<file path="src/rtl/rgb_seq_pkg.sv">
// Shared types and defaults for the RGB fade sequencer.
// The optional RGB_SEQ_WRAP_IRQ_EN feature is handled in rgb_fade_sequencer.sv.
package rgb_seq_pkg;

  typedef logic [1:0] state_t;

  localparam state_t ST_IDLE = 2'd0;
  localparam state_t ST_FADE = 2'd1;
  localparam state_t ST_HOLD = 2'd2;

  localparam int R_DEF         = 8;
  localparam int ENTRIES_DEF   = 4;
  localparam int TICK_BITS_DEF = 16;
  localparam int DUTY_MAX_DEF  = 1 << R_DEF;

  function automatic int idx_w(input int entries);
    return (entries < 2) ? 1 : $clog2(entries);
  endfunction

endpackage

</file>
<file path="src/rtl/rgb_seq_channel_stepper.sv">
// One colour channel: duty register that moves one LSB toward its target per step.
// o_at_target compares the post-step duty so the FSM can leave FADE on the step edge.
import rgb_seq_pkg::*;

module rgb_seq_channel_stepper #(
  parameter int R = R_DEF
) (
  input  logic       clk,
  input  logic       reset_n,
  input  logic       i_step,
  input  logic [R:0] i_target,
  output logic [R:0] o_duty,
  output logic       o_at_target
);

  logic [R:0] r_duty;
  logic [R:0] w_next;

  // Targets are saturated to 2^R on write, so the duty can never leave 0..2^R.
  always_comb begin
    w_next = r_duty;
    if (i_step) begin
      if (r_duty < i_target)      w_next = r_duty + (R+1)'(1);
      else if (r_duty > i_target) w_next = r_duty - (R+1)'(1);
    end
  end

  always_ff @(posedge clk or negedge reset_n) begin
    if (!reset_n) r_duty <= '0;
    else          r_duty <= w_next;
  end

  assign o_duty      = r_duty;
  assign o_at_target = (w_next == i_target);

endmodule

</file>
<file path="src/rtl/rgb_fade_sequencer.sv">
// Colour-table sequencer: FADE toward table[index], HOLD, advance with wrap.
// Define RGB_SEQ_WRAP_IRQ_EN to add the seq_done pulse on the index wrap.
import rgb_seq_pkg::*;

module rgb_fade_sequencer #(
  parameter  int R         = R_DEF,
  parameter  int ENTRIES   = ENTRIES_DEF,
  parameter  int TICK_BITS = TICK_BITS_DEF,
  localparam int IDX_W     = idx_w(ENTRIES)
) (
  input  logic                 clk,
  input  logic                 reset_n,
  input  logic                 start,
  input  logic                 stop,
  input  logic                 wr_en,
  input  logic [IDX_W-1:0]     wr_addr,
  input  logic [R:0]           wr_red,
  input  logic [R:0]           wr_green,
  input  logic [R:0]           wr_blue,
  input  logic [TICK_BITS-1:0] step_period,
  input  logic [TICK_BITS-1:0] hold_period,
  output logic [R:0]           red_duty,
  output logic [R:0]           green_duty,
  output logic [R:0]           blue_duty,
  output logic                 pwm_enable,
  output logic [IDX_W-1:0]     index,
  output logic                 at_target,
  output state_t               dbg_state
`ifdef RGB_SEQ_WRAP_IRQ_EN
  ,
  output logic                 seq_done
`endif
);

  localparam logic [R:0] DUTY_MAX = {1'b1, {R{1'b0}}};

  state_t               r_state;
  logic [TICK_BITS-1:0] r_cnt;
  logic [IDX_W-1:0]     r_index;
  logic                 r_pwm_en;
  logic                 r_at_target;
  logic [R:0]           r_tab_r [ENTRIES];
  logic [R:0]           r_tab_g [ENTRIES];
  logic [R:0]           r_tab_b [ENTRIES];
  logic                 w_step;
  logic [2:0]           w_eq;

  always_ff @(posedge clk or negedge reset_n) begin
    if (!reset_n) begin
      for (int i = 0; i < ENTRIES; i++) begin
        r_tab_r[i] <= '0;
        r_tab_g[i] <= '0;
        r_tab_b[i] <= '0;
      end
    end else if (wr_en) begin
      r_tab_r[wr_addr] <= (wr_red   > DUTY_MAX) ? DUTY_MAX : wr_red;
      r_tab_g[wr_addr] <= (wr_green > DUTY_MAX) ? DUTY_MAX : wr_green;
      r_tab_b[wr_addr] <= (wr_blue  > DUTY_MAX) ? DUTY_MAX : wr_blue;
    end
  end

  // stop gates the step so the duties freeze at their pre-stop values.
  assign w_step = (r_state == ST_FADE) && !stop && (r_cnt == step_period);

  rgb_seq_channel_stepper #(.R(R)) u_red (
    .clk(clk), .reset_n(reset_n), .i_step(w_step), .i_target(r_tab_r[r_index]),
    .o_duty(red_duty), .o_at_target(w_eq[0])
  );
  rgb_seq_channel_stepper #(.R(R)) u_green (
    .clk(clk), .reset_n(reset_n), .i_step(w_step), .i_target(r_tab_g[r_index]),
    .o_duty(green_duty), .o_at_target(w_eq[1])
  );
  rgb_seq_channel_stepper #(.R(R)) u_blue (
    .clk(clk), .reset_n(reset_n), .i_step(w_step), .i_target(r_tab_b[r_index]),
    .o_duty(blue_duty), .o_at_target(w_eq[2])
  );

`ifdef RGB_SEQ_WRAP_IRQ_EN
  logic r_seq_done;
  assign seq_done = r_seq_done;
`endif

  always_ff @(posedge clk or negedge reset_n) begin
    if (!reset_n) begin
      r_state     <= ST_IDLE;
      r_cnt       <= '0;
      r_index     <= '0;
      r_pwm_en    <= 1'b0;
      r_at_target <= 1'b0;
`ifdef RGB_SEQ_WRAP_IRQ_EN
      r_seq_done  <= 1'b0;
`endif
    end else begin
      r_at_target <= 1'b0;
`ifdef RGB_SEQ_WRAP_IRQ_EN
      r_seq_done  <= 1'b0;
`endif
      if (stop) begin
        r_state  <= ST_IDLE;
        r_cnt    <= '0;
        r_pwm_en <= 1'b0;
      end else begin
        case (r_state)
          ST_IDLE: if (start) begin
            r_state  <= ST_FADE;
            r_index  <= '0;
            r_cnt    <= '0;
            r_pwm_en <= 1'b1;
          end
          ST_FADE: begin
            if (&w_eq) begin
              r_state     <= ST_HOLD;
              r_cnt       <= '0;
              r_at_target <= 1'b1;
            end else if (r_cnt == step_period) begin
              r_cnt <= '0;
            end else begin
              r_cnt <= r_cnt + TICK_BITS'(1);
            end
          end
          ST_HOLD: begin
            if (r_cnt == hold_period) begin
              r_state <= ST_FADE;
              r_cnt   <= '0;
              r_index <= r_index + IDX_W'(1);
`ifdef RGB_SEQ_WRAP_IRQ_EN
              r_seq_done <= (r_index == IDX_W'(ENTRIES - 1));
`endif
            end else begin
              r_cnt <= r_cnt + TICK_BITS'(1);
            end
          end
          default: r_state <= ST_IDLE;
        endcase
      end
    end
  end

  assign pwm_enable = r_pwm_en;
  assign index      = r_index;
  assign at_target  = r_at_target;
  assign dbg_state  = r_state;

endmodule

</file>
<file path="config.mk">
export PLATFORM = sky130hd
export DESIGN_NAME = rgb_fade_sequencer
export DESIGN_NICKNAME = d
export VERILOG_FILES = /design/src/rtl/rgb_seq_pkg.sv /design/src/rtl/rgb_seq_channel_stepper.sv /design/src/rtl/rgb_fade_sequencer.sv
export SDC_FILE = /design/constraint.sdc
export NUM_CORES = 1
export LEC_CHECK = 0
export BUFFER_PORTS_ARGS = -buffer_cell sky130_fd_sc_hd__buf_2
export CAP_MARGIN = 20
export CELL_PAD_IN_SITES_DETAIL_PLACEMENT = 0
export CELL_PAD_IN_SITES_GLOBAL_PLACEMENT = 1
export CORE_UTILIZATION = 43
export CTS_BUF_LIST = sky130_fd_sc_hd__clkbuf_4
export DETAILED_ROUTE_END_ITERATION = 7
export PLACE_DENSITY = 0.84
export SLEW_MARGIN = 20
export SYNTH_ARGS = -nofsm -noshare
export SYNTH_HDL_FRONTEND = slang
export SYNTH_SLANG_ARGS = --single-unit
</file>
<file path="constraint.sdc">
create_clock -name clk -period 5.24 [get_ports clk]
set_clock_uncertainty 0.05 [all_clocks]
set_input_delay 1.048 -clock clk [delete_from_list [all_inputs] [get_ports clk]]
set_output_delay 1.048 -clock clk [all_outputs]
set_load 0.02 [all_outputs]
</file>
After elaboration in Yosys (flattened, before gate mapping)

Index checks and enable logic that the tools add are counted.
Widths: inputs -> output; s select.

Word-level logic and storage cells: 115
Register bits: 157
Output and inout port bits: 33
Bits of input ports: 66

Reductions and logical operators: 14
Bitwise logic cells: 3
Equality and inequality tests: 12
Magnitude comparators: 12
Muxes and demuxes: 46
Add/sub/neg operators: 8

Operator list:

| cell                  | count |
|---|---|
| $mux 9                | 19 |
| $bwmux 36             | 3 |
| $mux 16               | 5 |
| $bmux 9 s2            | 3 |
| $pmux 16 s3           | 1 |
| $eq 16x16->1          | 2 |
| $add 9x1->9 const B   | 3 |
| $eq 9x9->1            | 3 |
| $gt 9x9->1            | 3 |
| $gt 9x9->1 const B    | 3 |
| $lt 9x9->1            | 3 |
| $sub 9x1->9 const B   | 3 |
| $demux 9 s2           | 1 |
| $add 16x1->16 const B | 1 |
| $mux 2                | 6 |
| $ge 3x3->1 const B    | 2 |
| $mux 1                | 6 |
| $ne 3x3->1 const B    | 2 |
| $not 2->3             | 2 |
| $pmux 2 s3            | 1 |
| $reduce_and 3->1      | 2 |
| $reduce_bool 2->1     | 3 |
| $ne 2x2->1 const B    | 2 |
| $pmux 2 s2            | 1 |
| 12 further kinds      | 15 |

Logic depth before layout (Yosys ltp)

Gate-level depths: netlist (run 1).

Word-level depth: 13
Depth in mapped cells: 21
Depth with buffers taken out: 16

Hierarchy

From an unflattened synthesis (run 1), not the netlist that was laid out.

Cell total of the unflattened synthesis: 1086
Area, all modules: 10333.7 µm²

By module, submodules not included:

| module                               | instances | seq. area each (µm²) | area an instance (µm²) | cells an instance |
|---|---|---|---|---|
| rgb_fade_sequencer                   | 1         | 3253.1               | 6241.0                 | 582 |
| rgb_seq_channel_stepper (u_blue ...) | 2         | 225.2                | 1271.2                 | 148 |
| rgb_seq_channel_stepper (u_red)      | 1         | 225.2                | 1550.2                 | 208 |

Worst setup path before layout (run 1)

Ideal clock, no wire load.

Path type: register to register
From: reg r_index[0], in the netlist index[0]
To: reg r_state[0], in the netlist dbg_state[0]
Stages on the path, launching flop included: 19
Data required time: 5063 ps
Path slack: 76 ps
Arrival time: 4986 ps
Setup time: 127 ps
Path buffers: 5
Clock period less this slack: 5164 ps
Cells stage by stage: dfrtp_1 -> buf_6 -> buf_6 -> buf_2 -> buf_2 -> mux4_2 -> inv_1 -> ha_1 -> and4_1 -> and3b_1 -> a211oi_1 -> buf_2 -> mux2_2 -> a221oi_2 -> nand4_1 -> or4_4 -> or3_4 -> a21oi_2 -> mux2_1

Cells in the longest elaborated chain, start to end: 12
Elaborated cells between the ends (all ways): 31
Classes of those cells: order compare (6); eq/ne (4); mux (18); bitwise (1); reduce/logical (2)

Ends and longest elaborated chain:

| what                                          | RTL line                                                                     | source |
|---|---|---|
| from (decl)                                   | rgb_fade_sequencer.sv:39                                                     | `logic [IDX_W-1:0] r_index;` |
| from (signal assigned)                        | rgb_fade_sequencer.sv:125                                                    | `r_index <= r_index + IDX_W'(1);` |
| $not 2->3 (implied by the code) *             | rgb_fade_sequencer.sv:66, rgb_fade_sequencer.sv:70, rgb_fade_sequencer.sv:74 |  |
| $bmux 9 s2, on equally long branches          | rgb_fade_sequencer.sv:66, rgb_fade_sequencer.sv:70, rgb_fade_sequencer.sv:74 |  |
| $mux 9, on equally long branches (2 in a row) | rgb_fade_sequencer.sv:66, rgb_fade_sequencer.sv:70, rgb_fade_sequencer.sv:74 |  |
| $gt 9x9->1                                    | rgb_seq_channel_stepper.sv:24                                                | `else if (r_duty > i_target) w_next = r_duty - (R+1)'(1);` |
| $mux 9                                        | rgb_seq_channel_stepper.sv:24                                                |  |
| $mux 9                                        | rgb_seq_channel_stepper.sv:23                                                | `if (r_duty < i_target) w_next = r_duty + (R+1)'(1);` |
| $mux 9                                        | rgb_seq_channel_stepper.sv:22                                                | `if (i_step) begin` |
| $eq 9x9->1                                    | rgb_seq_channel_stepper.sv:34                                                | `assign o_at_target = (w_next == i_target);` |
| $reduce_and 3->1 *                            | rgb_fade_sequencer.sv:111                                                    | `if (&w_eq) begin` |
| $ne 3x2->1 (no line) *                        | --                                                                           |  |
| $reduce_and 3->1 (no line) *                  | --                                                                           |  |
| to (signal assigned)                          | rgb_fade_sequencer.sv:105                                                    | `r_state <= ST_FADE;` |
| to (signal assigned)                          | rgb_fade_sequencer.sv:112                                                    | `r_state <= ST_HOLD;` |
| to (signal assigned)                          | rgb_fade_sequencer.sv:123                                                    | `r_state <= ST_FADE;` |
| to (decl)                                     | rgb_fade_sequencer.sv:37                                                     | `state_t r_state;` |

Mark *: on every way between the ends. The rest lies on a longest branch, timed or not. The select of a mux whose other input is x is not followed.
A chain may end at the register's enable or synchronous reset.

Final worst setup path (run 1)

Ends and elaborated chain as after synthesis.

==> results of run 1 <==
-- final cells by class --
type,instances,area [sq um]
Inverter,38,143
Clock buffer,17,128
Clock inverter,15,193
Antenna cell,1,2.50
Tap cell,319,399
Multi-Input combinational cell,842,5840
Timing Repair Buffer,124,749
Fill cell,2297,12000
Sequential cell,157,3930
-- state kept, by name, summed over array words and instances, names as in the netlist --
name,flops
at_target,1
dbg_state,2
index,2
pwm_enable,1
r_cnt,16
r_tab_b,36
r_tab_g,36
r_tab_r,36
u_blue.o_duty,9
u_green.o_duty,9
u_red.o_duty,9
-- metal layers --
layer / vias up / wire, um / global-route usage
met4: 0 / 569 / 0.0705
met2: 274 / 12700 / 0.366
met5: - / 0 / 0
met3: 39 / 1530 / 0.0433
li1: 4085 / - / -
met1: 4141 / 12700 / 0.330
-- power by group --
part | total, W | leakage [nW] | switching, W | internal (W)
Clock | 0.000805 | 0.164 | 0.000573 | 0.000232
Sequential | 0.00139 | 2.06 | 0.0000647 | 0.00133
Combinational | 0.000658 | 2.83 | 0.000395 | 0.000264
-- logic make-up after synthesis --
family | after synthesis
and+or+nand+nor | 425
AOI/OAI and AO/OA | 241
DFF | 157
buffers and inverters | 110
xor gates and xnor gates | 74
muxes | 65
adders and majority gates | 37
-- worst min path at each step --
stage | to | from | slack (ns)
after global placement | r_tab_g[20] | r_tab_g[20] | 0.41
after detailed placement | r_tab_g[23] | r_tab_g[23] | 0.42
after global routing | r_tab_g[1] | r_tab_g[1] | 0.47
after CTS | r_tab_g[23] | r_tab_g[23] | 0.45
final | r_tab_g[25] | r_tab_g[25] | 0.45
after floorplan | r_tab_b[12] | r_tab_b[12] | 0.39
-- cells in the final DEF (no fill, tap or decap), drive strengths merged, types with 9 or more instances in the layout --
cell	n
nand2	174
dfrtp	157
o21ai	125
buf	124
nor2	55
inv	43
xor2	38
ha	37
nand2b	35
xnor2	35
nand3	32
a21oi	29
mux2	25
mux4	22
nor2b	20
and3	18
mux2i	18
nor3	17
clkbuf	17
nand4	16
nor4	14
or3	12
o221ai	12
clkinv	9
-- through the flow --
| step | hold slack, ns | total power [W] | area, sq um |
|---|---|---|---|
| after floorplan | 0.394 | 0.00185 | 10200 |
| after global placement | 0.407 | 0.00205 | 11000 |
| after detailed placement | 0.418 | 0.00206 | 11000 |
| after CTS | 0.454 | 0.00287 | 11300 |
| after global routing | 0.470 | 0.00301 | 11400 |
| final | 0.446 | 0.00285 | 11400 |
-- repair_timing --
action                                  in CTS  in global routing
endpoints found under the hold margin        0                  0
setup buffers                                0                  0
resized for setup                            0                  2
endpoints found under the setup margin       0                 10
-- worst max-delay path, stage by stage, from the launching register on --
cell and delay (ns):
dfrtp_2 0.51, buf_12 0.23, mux4_2 0.61, inv_1 0.13
ha_1 0.25, and4_1 0.22, a31oi_1 0.29, nor4b_1 0.41
a2bb2oi_1 0.26, o22ai_1 0.11, a211oi_1 0.24, nand4_1 0.19
or4_4 0.56, or3_4 0.36, a21oi_2 0.16, mux2_1 0.33
==> summary.txt, run 1 <==
Logic synthesis
  – Synth cell count leaders: nand2_1 (174), dfrtp_1 (157), o21ai_0 (112)
  – Post-Synth Simple-Gate Area: 0.209
  – Register area share after synthesis: 0.384
  – Synth warn: 0
  – Largest family of logic cells by synthesized area: simple AND/OR/NAND/NOR gates
  – Area share of fa/ha/maj cells after synthesis: 0.0453
  – Mux cell area share after synthesis: 0.0940
  – Flops & latches, synth: 157
  – Syn avg cell area: between 9 and 10 sq um
  – Ys async rst share: 1.00
  – XOR/XNOR Fraction of Synth Area: 0.0655
  – Post-synth EDFFs: 0
  – Synth unique cells: 84
  – Area leader, netlist: dfrtp_1
  – Area share of the largest cell type after synthesis: 0.384
  – Count leader, synth: nand2_1
  – Mapped Area: around 10000 sq um
  – Area contributors post-synth: dfrtp_1 (38%), nand2_1 (6.4%), o21ai_0 (5.5%), mux4_2 (4.8%), ha_1 (4.5%)
  – Post-Syn Nets: approximately 1200
  – Compound-Gate Fraction of Synth Area: 0.155
  – Gate Count Post-Synth: 1109
  – Ys flop type: dfrtp_1

Worst setup path
  – CP max FO: 22
  – Reg-to-reg endpoint: dbg_state[0]
  – R2R depth: 15
  – Startpoint types: register
  – Worst setup path start: index[0]
  – Data arrival, critical path: 5.47 ns
  – Critical path destination: dbg_state[0]
  – Crit. End Element: register
  – Flop2flop setup slack: between 0.2 and 0.25 ns
  – CP Class: register to register
  – Worst reg2reg startpoint: index[0]
  – Critical Path RT: roughly 5.7 ns

Floorplanning
  – Die Height: 156 um
  – Row count: 56
  – IO Count: 99
  – Starting Density: 0.437
  – Die width: 156 um
  – Die area: 24400 sq um
  – Core area: 23400 sq um

Timing
  – Max Slew Vio Count: 0
  – Max Clk Rate: 0.199 GHz
  – Setup WS post-layout: 0.208 ns
  – Max-slew headroom: 0.390
  – Final worst path period need: 5.03 ns
  – Tcrit/Tclk final: 0.960
  – Final Hold Fails: 0
  – Setup violators final: 0
  – Measured slew at the worst slew-check pin: slightly above 0.9 ns
  – RSZ-0062 raised after global routing: false
  – TNS Setup: 0 ns

Min path
  – Hold Path Depth: 2
  – Worst Hold Class: register to register

Drt
  – 1st-iter DRT viols: 700
  – DRC Markers: 0
  – Drt via density: 5.64
  – Antenna viol nets, final: 0
  – WL final: 27.5 mm
  – DR pass1 iterations: 5
  – Via count: 8539
  – Wire per inst: 18.2 um

Clock tree
  – Clk pin slew, worst setup/hold paths: 0.17 ns
  – Clock tree sinks: roughly 160
  – Root Buffer: clkbuf_4
  – Clock Tree Buf Depth: 2
  – CTS tree: done
  – CTS Hold Bufs: 0
  – Worst skew pair latency: 0.58 ns
  – Clock buffer count from CTS: 17
  – H-tree Lvls: 4

Final layout
  – Fraction of layout cells with a size suffix above 1: 0.203
  – Area growth syn-to-layout: 11.4%
  – Fin nets: 1283
  – Fin util: 0.486
  – Cell Count, Final, Fillers Out: 1513

Global routing
  – First-pass GRT wire length: around 44 mm
  – Grt ovf: 0
  – Initial antenna violation count: 1
  – All-Layer GR Usage: 0.235
  – Largest net degree at the start of global routing: 158
  – Vias in the first global route: 8300

Place
  – GP Congestion: 0.969
  – Placement Setup Slack: 0.275 ns
  – Post-DP HPWL: roughly 20 mm
  – Cells after DPL: 1479
  – I/O Buffers: 98

Power and ir drop
  – Pwr/cell area: 251 nW/um^2
  – Lkg Pwr: 5.06 nW
  – Max VDD drop: 161 uV

Run
  – Max_cap viols: 0

Run status
  – Status: finished, final reports clean
Power figures use the tool's default switching activity.
==> run 2: changes to the inputs <==
--- a/config.mk
+++ b/config.mk
@@ -9,10 +9,10 @@
 export CAP_MARGIN = 20
 export CELL_PAD_IN_SITES_DETAIL_PLACEMENT = 0
 export CELL_PAD_IN_SITES_GLOBAL_PLACEMENT = 1
-export CORE_UTILIZATION = 43
+export CORE_UTILIZATION = 51
 export CTS_BUF_LIST = sky130_fd_sc_hd__clkbuf_4
 export DETAILED_ROUTE_END_ITERATION = 7
-export PLACE_DENSITY = 0.84
+export PLACE_DENSITY = 0.93
 export SLEW_MARGIN = 20
 export SYNTH_ARGS = -nofsm -noshare
 export SYNTH_HDL_FRONTEND = slang
==> constraint.sdc (replaced) <==
create_clock -name clk -period 6 [get_ports clk]
set_clock_uncertainty 0.05 [all_clocks]
set_input_delay 1.2 -clock clk [delete_from_list [all_inputs] [get_ports clk]]
set_output_delay 1.2 -clock clk [all_outputs]
set_load 0.02 [all_outputs]
==> run 2 against run 1 <==
Against the previous run: routed wire length fell by 4.6%; fmax fell by 8.1%; non-clock buffer count decreased by 10; power fell by 14%; setup slack gained 0.32 ns; clock power decreased by 17%; combinational power down 14%; critical path type unchanged; critical endpoint unchanged; largest cell class unchanged.
==> summary.txt, run 2 (same netlist as run 1, synthesis figures left out) <==
Drt
  – Met1 Wirelength: 11.7 mm (-7.9%)
  – Antenna viol nets, final: 0 (unchanged)
  – DRC Markers: 0 (unchanged)
  – Via count: 8579 (+0.47%)
  – Wire per inst: 18.1 um (-0.39%)
  – Met3 WL: 1.76 mm (+15%)
  – 1st-iter DRT viols: 706 (+0.86%)
  – DR pass1 iterations: 8 (+3)
  – Met2 routed WL: 12.1 mm (-4.4%)
  – WL final: 26.3 mm (-4.6%)
  – Drt via density: 5.92 (+4.9%)
  – Top Metal Used: met4

Final layout
  – Fin nets: 1273 (-0.78%)
  – Most frequent cells in the layout: nand2_1 (174), dfrtp_1 (156), o21ai_0 (112), buf_2 (97), nor2_1 (54)
  – Design area: 11200 sq um (-1.9%)
  – Area growth syn-to-layout: 9.29%
  – Largest regs: r_tab_b x36, r_tab_g x36, r_tab_r x36
  – Commonest non-fill, non-tap cell in the layout: nand2_1
  – Fraction of layout cells with a size suffix above 1: 0.195 (-0.00758)

Place
  – GP Congestion: 0.941 (-2.9%)
  – Post-DP HPWL: 19.0 mm (-5.4%)
  – I/O Buffers: 98 (unchanged)
  – Placement Setup Slack: 0.506 ns (+0.231 ns)
  – DP Area: 10900 sq um (-1.5%)

Worst setup path
  – Critical Path RT: 6.43 ns (+0.75 ns)
  – Slowest CP cell: dfrtp_2
  – CP cell instances: buf_4 -> mux4_2 -> inv_1 -> ha_1 -> nand4_1 -> or3_1 -> o211ai_2 -> buf_4 -> mux2i_1 -> a21o_1 -> a21oi_1 -> a2111oi_0 -> nand4_1 -> or3_4 -> a21oi_2 -> mux2_1
  – Worst reg2reg startpoint: index[0]
  – Crit-path max cell delay: 0.80 ns (+0.19 ns)
  – CP max FO: 18 (-18%)
  – CP Class: register to register
  – Worst setup path start: index[0]
  – Data arrival, critical path: 5.90 ns (+0.43 ns)
  – Worst path buffer plus inverter count: 3 (+1)
  – Startpoint types: register
  – Crit. End Element: register
  – Delay-heaviest family, CP: multiplexers

Timing
  – Setup violators final: 0 (unchanged)
  – Final hold slack: 0.441 ns (-0.00499 ns)
  – Final Hold Fails: 0 (unchanged)
  – RSZ-0062 raised after global routing: false
  – Tcrit/Tclk final: 0.912 (-0.0479)
  – Max-slew headroom: 0.345 (-0.0451)
  – Measured slew at the worst slew-check pin: 0.980 ns (+0.0648 ns)
  – Max Clk Rate: 0.183 GHz (-8.1%)
  – Final worst path period need: 5.47 ns (+0.442 ns)
  – TNS Setup: 0 ns (unchanged)
  – Max Slew Vio Count: 0 (unchanged)
  – Setup WS post-layout: 0.526 ns (+0.318 ns)

Clock tree
  – CTS tree: done
  – CTS Hold Bufs: 0 (unchanged)
  – H-tree Lvls: 4 (unchanged)
  – Post-CTS Repair Setup Buffers: 0 (unchanged)
  – Clock Tree Buf Depth: 2 (unchanged)
  – Clk pin slew, worst setup/hold paths: 0.16 ns (about the same)
  – Root Buffer: clkbuf_4
  – CTS-repair resized insts: 0 (unchanged)
  – Worst skew pair latency: 0.57 ns (about the same)
  – Clock buffer count from CTS: 17 (unchanged)
  – Clock tree sinks: 157 (unchanged)

Floorplanning
  – Row count: 51 (-8.9%)
  – IO Count: 99 (unchanged)
  – Core area: 19500 sq um (-17%)
  – Starting Density: 0.523 (+0.0867)
  – Die width: 144 um (-8.1%)
  – Die area: 20600 sq um (-15%)
  – Die Height: 144 um (-8.1%)

Min path
  – Hold_sp: r_tab_r[24]
  – Worst Hold Class: register to register

Global routing
  – All-Layer GR Usage: 0.270 (+0.0351)
  – Vias in the first global route: 8173 (-1.5%)
  – Largest net degree at the start of global routing: 62 (-61%)
  – First-pass GRT wire length: 42.9 mm (-3.5%)
  – Initial antenna violation count: 0 (-1)
  – Grt ovf: 0 (unchanged)

Run status
  – Status: finished, final reports clean

Run
  – Max_cap viols: 0 (unchanged)

Power and ir drop
  – Max VDD drop: 152 uV (-6.0%)
  – Pwr/cell area: 219 nW/um^2 (-13%)
  – Lkg Pwr: 4.98 nW (-1.5%)
==> run 2: changes by cell type in the layout (fill, tap and decap cells not counted), sizes merged <==
cell      change
clkinv        -4
inv           -1
buf          -10
clkinvlp      +1
clkbuf        +3
bufinv        +1
==> run 2: path summary, 6_finish.rpt <==
kind | to | slack (ns) | cells after the start
max in group asynchronous | r_tab_g[20] | 4.29 | 2
max reg2reg | dbg_state[0] | 0.53 | 16
max | dbg_state[0] | 0.53 | 16
min | r_tab_r[24] | 0.44 | 2
min in group asynchronous | r_cnt[13] | 0.47 | 1
min reg2reg | r_tab_r[24] | 0.44 | 2
==> run 2: cell type report <==
class / count / area (sq um)
multi-input combinational: 842 / 5830
tap: 265 / 332
timing repair buffer: 114 / 649
inverter: 38 / 143
fill: 1785 / 8360
antenna: 1 / 2.50
sequential: 157 / 3930
clock buffer: 20 / 150
clock inverter: 12 / 131
==> run 2: power breakdown <==
part / switching, W / internal (W)
registers: 0.0000539 / 0.00116
logic: 0.000343 / 0.000224
clock network: 0.000433 / 0.000232
==> run 2: worst min-delay path: cells and delay by family (launching register included) <==
| kind | cells | cell delay (ns) |
|---|---|---|
| flops | 1 | 0.37 |
| compound gates | 1 | 0.05 |
| simple gates | 1 | 0.04 |
==> run 2: metal layers <==
metal | track usage | vias up
met5 | 0 | -
met4 | 0.0918 | 0
met3 | 0.0546 | 57
met2 | 0.415 | 327
met1 | 0.378 | 4137
li1 | - | 4058
==> run 2: through the flow <==
step                      total power [W]   util  cells
after floorplan                   0.00161      -   1109
after global placement            0.00178  0.556   1415
after detailed placement          0.00179  0.556   1415
after CTS                         0.00246  0.570   1447
after global routing              0.00258  0.572   1448
final                             0.00244  0.572   1449
